--- config.mk ---
export PLATFORM = sky130hd
export DESIGN_NAME = regfile_sb_flat
export DESIGN_NICKNAME = d
export VERILOG_FILES = /design/src/rtl/regfile_sb_if.sv /design/src/rtl/regfile_sb.sv /design/src/flat_wrapper.sv
export SDC_FILE = /design/constraint.sdc
export NUM_CORES = 2
export LEC_CHECK = 0
export CORE_ASPECT_RATIO = 0.8
export CORE_MARGIN = 5
export CORE_UTILIZATION = 65
export DETAILED_ROUTE_END_ITERATION = 6
export GPL_ROUTABILITY_DRIVEN = 0
export PLACE_DENSITY_LB_ADDON = 0.3
export SYNTH_ARGS = -nofsm -noshare
export SYNTH_HDL_FRONTEND = slang
export SYNTH_SLANG_ARGS = --single-unit
export TNS_END_PERCENT = 50
--- constraint.sdc ---
create_clock -name clk -period 6.2 [get_ports clk]
set_input_delay 0.62 -clock clk [delete_from_list [all_inputs] [get_ports clk]]
set_output_delay 0.62 -clock clk [all_outputs]
set_load 0.01 [all_outputs]
--- src/rtl/regfile_sb_if.sv ---
// regfile_sb_if -- bundle of read, write, issue and hazard signals for regfile_sb.
//   Read:   a1, a2 (addr)     -> d1, d2 (data), hz1, hz2 (pending flags)
//   Write:  web, da, din
//   Issue:  bset, ba          (mark ba as awaiting a producer)
//   Status: npend             (registered count of pending registers)
// master = the pipeline driving the file, slave = regfile_sb.
interface regfile_sb_if #(
  parameter int XLEN = 32,
  parameter int NREG = 32
);
  localparam int AW = $clog2(NREG);

  logic [AW-1:0]   a1, a2;
  logic [XLEN-1:0] d1, d2;
  logic            hz1, hz2;
  logic            web;
  logic [AW-1:0]   da;
  logic [XLEN-1:0] din;
  logic            bset;
  logic [AW-1:0]   ba;
  logic [AW:0]     npend;

  modport master (
    output a1, a2, web, da, din, bset, ba,
    input  d1, d2, hz1, hz2, npend
  );

  modport slave (
    input  a1, a2, web, da, din, bset, ba,
    output d1, d2, hz1, hz2, npend
  );
endinterface

--- src/rtl/regfile_sb.sv ---
// regfile_sb -- 2-read / 1-write register file with a per-register pending
// scoreboard. Register 0 is hard zero and never pending.
//   clk    : rising-edge clock
//   rst_n  : async active-low reset; clears storage, pending bits and count
//   bus    : regfile_sb_if.slave (read ports, write port, issue port, npend)
// With BYPASS=1 a same-cycle write is forwarded to matching read ports and
// masks their hazard flag (unless the same register is re-issued that cycle).

// One read port: data mux plus hazard flag, including forwarding.
module regfile_sb_rd #(
  parameter int XLEN   = 32,
  parameter int NREG   = 32,
  parameter int AW     = $clog2(NREG),
  parameter int BYPASS = 1
) (
  input  logic [AW-1:0]              a,
  input  logic                       wr_en,
  input  logic [AW-1:0]              da,
  input  logic [XLEN-1:0]            din,
  input  logic                       set_en,
  input  logic [AW-1:0]              ba,
  input  logic [NREG-1:0][XLEN-1:0]  regs,
  input  logic [NREG-1:0]            pend,
  output logic [XLEN-1:0]            d,
  output logic                       hz
);
  logic fwd;
  // wr_en already excludes da==0 and reset, so fwd never hits register 0.
  assign fwd = (BYPASS != 0) && wr_en && (da == a);

  always_comb begin
    d  = regs[a];
    hz = pend[a];
    if (a == '0) d = '0;
    if (fwd) begin
      d  = din;
      // The write retires the old producer; a same-cycle re-issue keeps it busy.
      hz = set_en && (ba == a);
    end
  end
endmodule

module regfile_sb #(
  parameter int XLEN   = 32,
  parameter int NREG   = 32,
  parameter int AW     = $clog2(NREG),
  parameter int BYPASS = 1
) (
  input logic        clk,
  input logic        rst_n,
  regfile_sb_if.slave bus
);
  localparam int NRD = 2;

  logic [NREG-1:0][XLEN-1:0] regs;
  logic [NREG-1:0]           pend;
  logic [AW:0]               npend;
  logic                      wr_en, set_en;
  logic                      inc, dec;

  // Qualified strobes: register 0 and the reset window are filtered here so
  // nothing downstream has to repeat those checks.
  assign wr_en  = rst_n && bus.web  && (bus.da != '0);
  assign set_en = rst_n && bus.bset && (bus.ba != '0);

  // Count deltas from the current bits: a set only counts if the bit was
  // clear; a clear only counts if the bit was set and not re-issued.
  assign inc = set_en && !pend[bus.ba];
  assign dec = wr_en && pend[bus.da] && !(set_en && (bus.ba == bus.da));

  always_ff @(posedge clk or negedge rst_n) begin
    if (!rst_n) begin
      regs  <= '0;
      pend  <= '0;
      npend <= '0;
    end else begin
      if (wr_en) begin
        regs[bus.da] <= din_q();
        pend[bus.da] <= 1'b0;
      end
      // Issue after clear so a same-register issue wins.
      if (set_en) pend[bus.ba] <= 1'b1;
      if (inc && !dec)      npend <= npend + (AW+1)'(1);
      else if (!inc && dec) npend <= npend - (AW+1)'(1);
    end
  end

  function automatic logic [XLEN-1:0] din_q();
    return bus.din;
  endfunction

  // Read ports as an array of identical lanes.
  logic [NRD-1:0][AW-1:0]   ra;
  logic [NRD-1:0][XLEN-1:0] rd;
  logic [NRD-1:0]           rh;

  assign ra = {bus.a2, bus.a1};

  for (genvar i = 0; i < NRD; i++) begin : g_rd
    regfile_sb_rd #(
      .XLEN(XLEN), .NREG(NREG), .AW(AW), .BYPASS(BYPASS)
    ) u_rd (
      .a(ra[i]), .wr_en(wr_en), .da(bus.da), .din(bus.din),
      .set_en(set_en), .ba(bus.ba), .regs(regs), .pend(pend),
      .d(rd[i]), .hz(rh[i])
    );
  end

  assign bus.d1    = rd[0];
  assign bus.d2    = rd[1];
  assign bus.hz1   = rh[0];
  assign bus.hz2   = rh[1];
  assign bus.npend = npend;
endmodule

--- src/flat_wrapper.sv ---
// flat-port wrapper written by rule: the top's interface ports become plain ports
module regfile_sb_flat 
#(
  parameter int XLEN   = 32,
  parameter int NREG   = 32,
  parameter int AW     = $clog2(NREG),
  parameter int BYPASS = 1
)
  (clk, rst_n, bus_a1, bus_a2, bus_web, bus_da, bus_din, bus_bset, bus_ba, bus_d1, bus_d2, bus_hz1, bus_hz2, bus_npend);
  regfile_sb_if #(.XLEN(XLEN), .NREG(NREG)) bus_i ();
  input logic clk;
  input logic rst_n;
  input wire logic [$bits(bus_i.a1)-1:0] bus_a1;
  input wire logic [$bits(bus_i.a2)-1:0] bus_a2;
  input wire logic [$bits(bus_i.web)-1:0] bus_web;
  input wire logic [$bits(bus_i.da)-1:0] bus_da;
  input wire logic [$bits(bus_i.din)-1:0] bus_din;
  input wire logic [$bits(bus_i.bset)-1:0] bus_bset;
  input wire logic [$bits(bus_i.ba)-1:0] bus_ba;
  output wire logic [$bits(bus_i.d1)-1:0] bus_d1;
  output wire logic [$bits(bus_i.d2)-1:0] bus_d2;
  output wire logic [$bits(bus_i.hz1)-1:0] bus_hz1;
  output wire logic [$bits(bus_i.hz2)-1:0] bus_hz2;
  output wire logic [$bits(bus_i.npend)-1:0] bus_npend;
  assign bus_i.a1 = bus_a1;
  assign bus_i.a2 = bus_a2;
  assign bus_i.web = bus_web;
  assign bus_i.da = bus_da;
  assign bus_i.din = bus_din;
  assign bus_i.bset = bus_bset;
  assign bus_i.ba = bus_ba;
  assign bus_d1 = bus_i.d1;
  assign bus_d2 = bus_i.d2;
  assign bus_hz1 = bus_i.hz1;
  assign bus_hz2 = bus_i.hz2;
  assign bus_npend = bus_i.npend;
  regfile_sb #(.XLEN(XLEN), .NREG(NREG), .AW(AW), .BYPASS(BYPASS)) u_core (.clk(clk), .rst_n(rst_n), .bus(bus_i));
endmodule
# After elaboration in Yosys (flattened, before gate mapping)
# Index checks and enable logic that the tools add are counted.
# op_classes
add_sub_neg,2
n_lt_le_gt_ge,6
n_eq_ne,5
n_mux,29
n_bitwise,3
reduce_logical,25
# op_table
operator,n
1024-bit bitwise mux,1
32-bit binary-select mux with 5-bit select,2
32-bit 2-to-1 mux,9
32-bit demux with 5-bit select,1
32-bit AND,1
32-bit inverter,1
32-bit bitwise OR,1
5-bit equality test,5
"5-bit by 6-bit less-than comparator with 1-bit output, second input constant",4
1-bit binary-select mux with 5-bit select,4
1-bit logical AND,16
6-bit 2-to-1 mux,2
1-bit demux with 5-bit select,2
"5-bit by 1-bit greater-or-equal comparator with 1-bit output, second input constant",2
5-bit logical NOT,2
5-bit nonzero test,2
1-bit 2-to-1 mux,8
"6-bit by 1-bit adder with 6-bit output, second input constant",1
"6-bit by 1-bit subtractor with 6-bit output, second input constant",1
1-bit logical NOT,4
2-bit nonzero test,1
# totals
reg_bits,1062
output_inout_bits,72

# Depth between registers and ports, before layout
# logic_depth
depth_word,9
depth_mapped,15

# Hierarchy
# A second synthesis with hierarchy kept.
# unflattened
cells_unflattened,4374
hier_area_um2,59077.9
# by_module_without_submodules
mod,instances,cells_per_inst,area_each_um2,seq_area_each_um2
regfile_sb,1,2510,40685.3,26575.5
regfile_sb_rd,2,932,9196.3,0.0

# Worst setup path before layout
# Ideal clock, no wire load.
# synth_path
path_kind,input port to flip-flop
startpoint,input port bus_ba[0]
endpoint,register u_core.npend[5] (netlist: u_core.bus.npend[5])
setup_time_ns,0.147
arrival_ns,3.567
path_slack_ns,2.486
cell_stages,14
cell_sequence,buf_2 > buf_1 > mux4_2 > mux2i_1 > nor3_1 > nor3_1 > ha_1 > inv_1 > ha_1 > a21oi_1 > a21boi_0 > o21a_1 > o2111ai_1 > o311ai_0
# synth_via
elab_chain_len,8
word_cells_on_any_way,16
# synth_lines
element,line,source
"start, declared",flat_wrapper.sv:19,input wire logic [$bits(bus_i.ba)-1:0] bus_ba;
"parallel branches: the longest is 8 deep, another holds 1-bit binary-select mux with 5-bit select",--,
"end signal, assigned",regfile_sb.sv:83,if (inc && !dec) npend <= npend + (AW+1)'(1);
"end signal, assigned",regfile_sb.sv:84,else if (!inc && dec) npend <= npend - (AW+1)'(1);
"end, declared",regfile_sb.sv:57,logic [AW:0] npend;
# Several ways; the timed one is not identified. The select of a mux whose other input is x is not followed.
# A chain may end at the register's enable or synchronous reset.

# Worst setup path after layout
# layout_path
startpoint,input port bus_da[4]
endpoint,output port bus_d1[16]
# layout_via
elab_chain_len,4
word_cells_on_any_way,5
# layout_lines
element,line,source
"start, declared",flat_wrapper.sv:16,input wire logic [$bits(bus_i.da)-1:0] bus_da;
5-bit nonzero test,regfile_sb.sv:63,assign wr_en = rst_n && bus.web && (bus.da != '0);
1-bit logical AND,regfile_sb.sv:63,
1-bit logical AND (*),regfile_sb.sv:29,assign fwd = (BYPASS != 0) && wr_en && (da == a);
32-bit 2-to-1 mux (*),regfile_sb.sv:35,if (fwd) begin
"end, declared",flat_wrapper.sv:20,output wire logic [$bits(bus_i.d1)-1:0] bus_d1;
# Mark *: on every way between the ends. The rest lies on a longest branch, timed or not.

==> results.txt <==
Summed over all nets, the switching power comes to 5120 uW. The area used by sequential logic in the layout is 26,600 sq um. The sum of buffers and inverters on the critical path came out at 2.

The core region is 87,100 sq um. The starting density of the core came out at 0.652. The proportion of layout cells with a drive suffix above 1 came out at 0.498. The HPWL after detailed placement came out at 112 mm.

The number of antenna violations at the first check in global routing came out at 5. Dividing the detail-routed wire length by the instance count gives 36.5 um. The area overhead of the layout relative to synthesis came out at 9.92%.

The cell seen most often among critical-path stages is clkdlybuf4s50_1. The clock passes through at most 3 buffers. The final net count is 3,737. The clock sink count is 1,062. The area used by multi-input combinational logic is 28,400 sq um. For the pin with the worst max-slew slack, the measured transition is 1.42 ns.

The proportion of register bits with asynchronous set or reset after synthesis came out at 1.00. In this run the worst path has a maximum fanout of 14. Adding up every negative setup slack in the final design gives 0 ns.

The peak supply drop came out at 247 uV. The largest stage delay on the critical path came out at 1.07 ns. The synthesized netlist contains 53 unique library cells.

The number of top-level pins is 128. STA classifies the critical path startpoint as an input port. The cell area that synthesis handed to floorplanning was 56,900 sq um. The worst-case headroom to the max-slew limit is 0.0519. For this block, the routed nets add up to 179 mm of wire.

The critical path goes through clkdlybuf4s50_1 -> nor3_1 -> a21o_1 -> nor4_4 -> nor2_2 -> a32o_1 -> clkdlybuf4s50_1. The worst hold path cell count came out at 0. TritonCTS built the clock tree. The count of input and output buffers came out at 127. The final reports fail on design-rule violations. The number of buffers added by the clock tree synthesis step is 105. The clock transition at the registers of the reported paths is 0.06 ns. The minimum hold slack is 0.396 ns. In the synthesized netlist the dominant register cell turns out to be dfrtp_1. The share of total power dissipated in the clock network is 0.351. The setup-violating endpoint count in the final report came out at 0. Derived from the worst setup path, the maximum achievable clock frequency is 0.192 GHz. For the worst flop-to-flop path, the logic depth is 12. The relative contribution of combinational cells to total power came out at 0.190. The cell type with the highest aggregate area in the netlist is dfrtp_1. The number of detailed-routing iterations run before antenna repair is 7. The total routing resource utilization after global routing came out at 0.385. The clock period minus final worst setup slack is 5.20 ns.

The arrival time reported for the critical path endpoint came out at 4.58 ns. The initialized floorplan defines 97 standard-cell rows. Of the total power, registers draw 0.460. The flow ran to the end, but the final reports show violations. Each instance of the synthesized netlist takes up on average 15.2 sq um. For this design the static power due to leakage is 0.0275 uW.

The number of instances in the synthesized netlist came out at 3,737. The number of endpoints with negative hold slack in the final report came out at 0. The share of synthesized area occupied by flip-flops and latches is 0.467.

In this design, the largest share of critical-path delay is due to simple AND/OR/NAND/NOR gates. The total stage count of the critical path is 7. In the post-route analysis, the smallest setup slack over all paths is 1.00 ns. The data required time of the critical path came out at 5.58 ns. The worst setup path is of the in2out kind. The max-capacitance violation count is 0.

The remaining design rule violation count is 8. Counting instances in the post-synthesis netlist gives the leading cell types as dfrtp_1 (1,062), mux2_2 (978), mux4_2 (544). The number of instances resized during post-cts repair is 0.

The setup slack at placement came out at 1.03 ns. Across the routed clock network, the largest skew measured is 0.0304 ns. The most frequently used cell type in the post-synthesis netlist is dfrtp_1.

The share of synthesized area in the top cell type comes to 0.467. Once the clock tree was built, the setup fixing pass inserted 0 buffers. The global route total overflow is 0.

The min-delay analysis places its worst path in the category reg2reg. Sorting the synthesized cells by area gives the leading types as dfrtp_1 (47%), mux4_2 (22%), mux2_2 (19%), o22ai_1 (1.9%), clkbuf_1 (1.4%). The final core utilization came out at 0.717. Counting flops with a built-in enable in the synthesized netlist gives 0.

The floorplan die height came out at 275 um. The worst setup path is captured at an output port. The first-pass GRT wire length is 266 mm. Measured along the x axis, the die boundary spans 341 um. For this design the ratio of total power to cell area is 300 nW/um^2.

The count of nets left with antenna violations after detail routing is 0. Across all layers, the routed design uses 38,370 vias. The switching share of power is 0.273. Setup repair after global routing left no endpoint under its margin. The clock insertion delay at the later pin of the skew report is 0.70 ns.

Entering global routing, the biggest net connects 200 pins. The number of filler cells placed in the layout is 5,328. For this run, the number of Yosys warnings is 0. The via density per instance is 7.83.

The total die area came out at 93,500 sq um. In this run the clock root is driven by a clkbuf_16. The final critical-path share of the clock period is 0.838. When the netlist entered floorplanning its net count stood at 3,800. The total count of max-transition violations in the final report came out at 0. Counting flops and latches in the post-synthesis netlist gives 1,062.

The internal power component came out at 13,600 uW. The number of levels the H-tree was split into came out at 3. The number of DRC markers after the initial detailed-route iteration came out at 5,588.

The number of global-route vias before repair is 39,457. The slowest stage of the critical path is the nor2_2 cell.
worst paths after layout:
path / from / endpoint / slack [ns]
setup / recovery: bus_da[4] / bus_d1[16] / 1.00
hold / removal: u_core.regs[31]$_DFFE_PN0P_ / u_core.regs[31]$_DFFE_PN0P_ / 0.40
setup reg to reg: u_core.pend[11]$_DFF_PN0_ / u_core.bus.npend[5]$_DFFE_PN0P_ / 2.53
hold reg to reg: u_core.regs[31]$_DFFE_PN0P_ / u_core.regs[31]$_DFFE_PN0P_ / 0.40
max in group asynchronous: rst_n / u_core.regs[555]$_DFFE_PN0P_ / 2.61
min in group asynchronous: rst_n / u_core.regs[410]$_DFFE_PN0P_ / 0.41
through the flow:
| step | cells | power (uW) | instance area (sq um) |
|---|---|---|---|
| floorplan | 3737 | 10900 | 56900 |
| global placement | 4704 | 11900 | 59000 |
| detailed placement | 4704 | 12200 | 59000 |
| CTS | 4897 | 18700 | 62500 |
| global route | 4897 | 19300 | 62500 |
| finish | 4900 | 18700 | 62500 |
timing repair:
item / in CTS / in global routing
hold endpoints to repair: 36 / 0
hold buffers: 1 / 0
endpoints found under the setup margin: 0 / 0
logic make-up after synthesis:
family / Yosys count / share of synthesized area
DFF: 1062 / 0.467
adders and majority gates: 7 / 0.00167
xor gates and xnor gates: 28 / 0.00431
and+or+nand+nor: 228 / 0.0215
buffers and inverters: 458 / 0.0366
muxes: 1608 / 0.425
AOI/OAI and AO/OA: 346 / 0.0439
routing by layer:
layer	share of wire	global-route usage	vias up
met5	0.000061	0	-
met4	0.067	0.198	2
met3	0.14	0.138	739
met2	0.44	0.563	2972
met1	0.36	0.519	20143
li1	-	-	14514
layout by cell type, fill, tap and decap left out, drive strengths merged, types with 50 or more instances in the layout:
cell type | synthesis | layout
nand2 | 55 | 55
a22o | 52 | 52
mux4 | 544 | 544
clkdlybuf4s50 | 0 | 120
o22ai | 177 | 177
nor2 | 50 | 50
clkbuf | 206 | 164
dfrtp | 1062 | 1062
buf | 226 | 141
mux2i | 70 | 70
mux2 | 994 | 994
layout make-up:
| type | instances | share of cell area |
|---|---|---|
| Antenna cell | 3 | 0.000120 |
| Inverter | 26 | 0.00156 |
| Clock inverter | 28 | 0.00543 |
| Sequential cell | 1062 | 0.425 |
| Clock buffer | 164 | 0.0508 |
| Multi-Input combinational cell | 2217 | 0.454 |
| Tap cell | 1138 | 0.0228 |
| Timing Repair Buffer | 262 | 0.0400 |
flip-flops by register name, summed over array words and instances, names as in the netlist:
name and flops:
u_core.pend 32, u_core.regs 1024, u_core.bus.npend 6
power groups by stage:
stage,clock [uW],combinational (uW),sequential [uW]
after floorplan,0,2470,8410
after global placement,0,3380,8530
after detailed placement,0,3490,8680
after CTS,6590,3510,8560
after global routing,6880,3760,8690
final,6570,3560,8610
No activity file was read; power rests on OpenSTA's default activity.
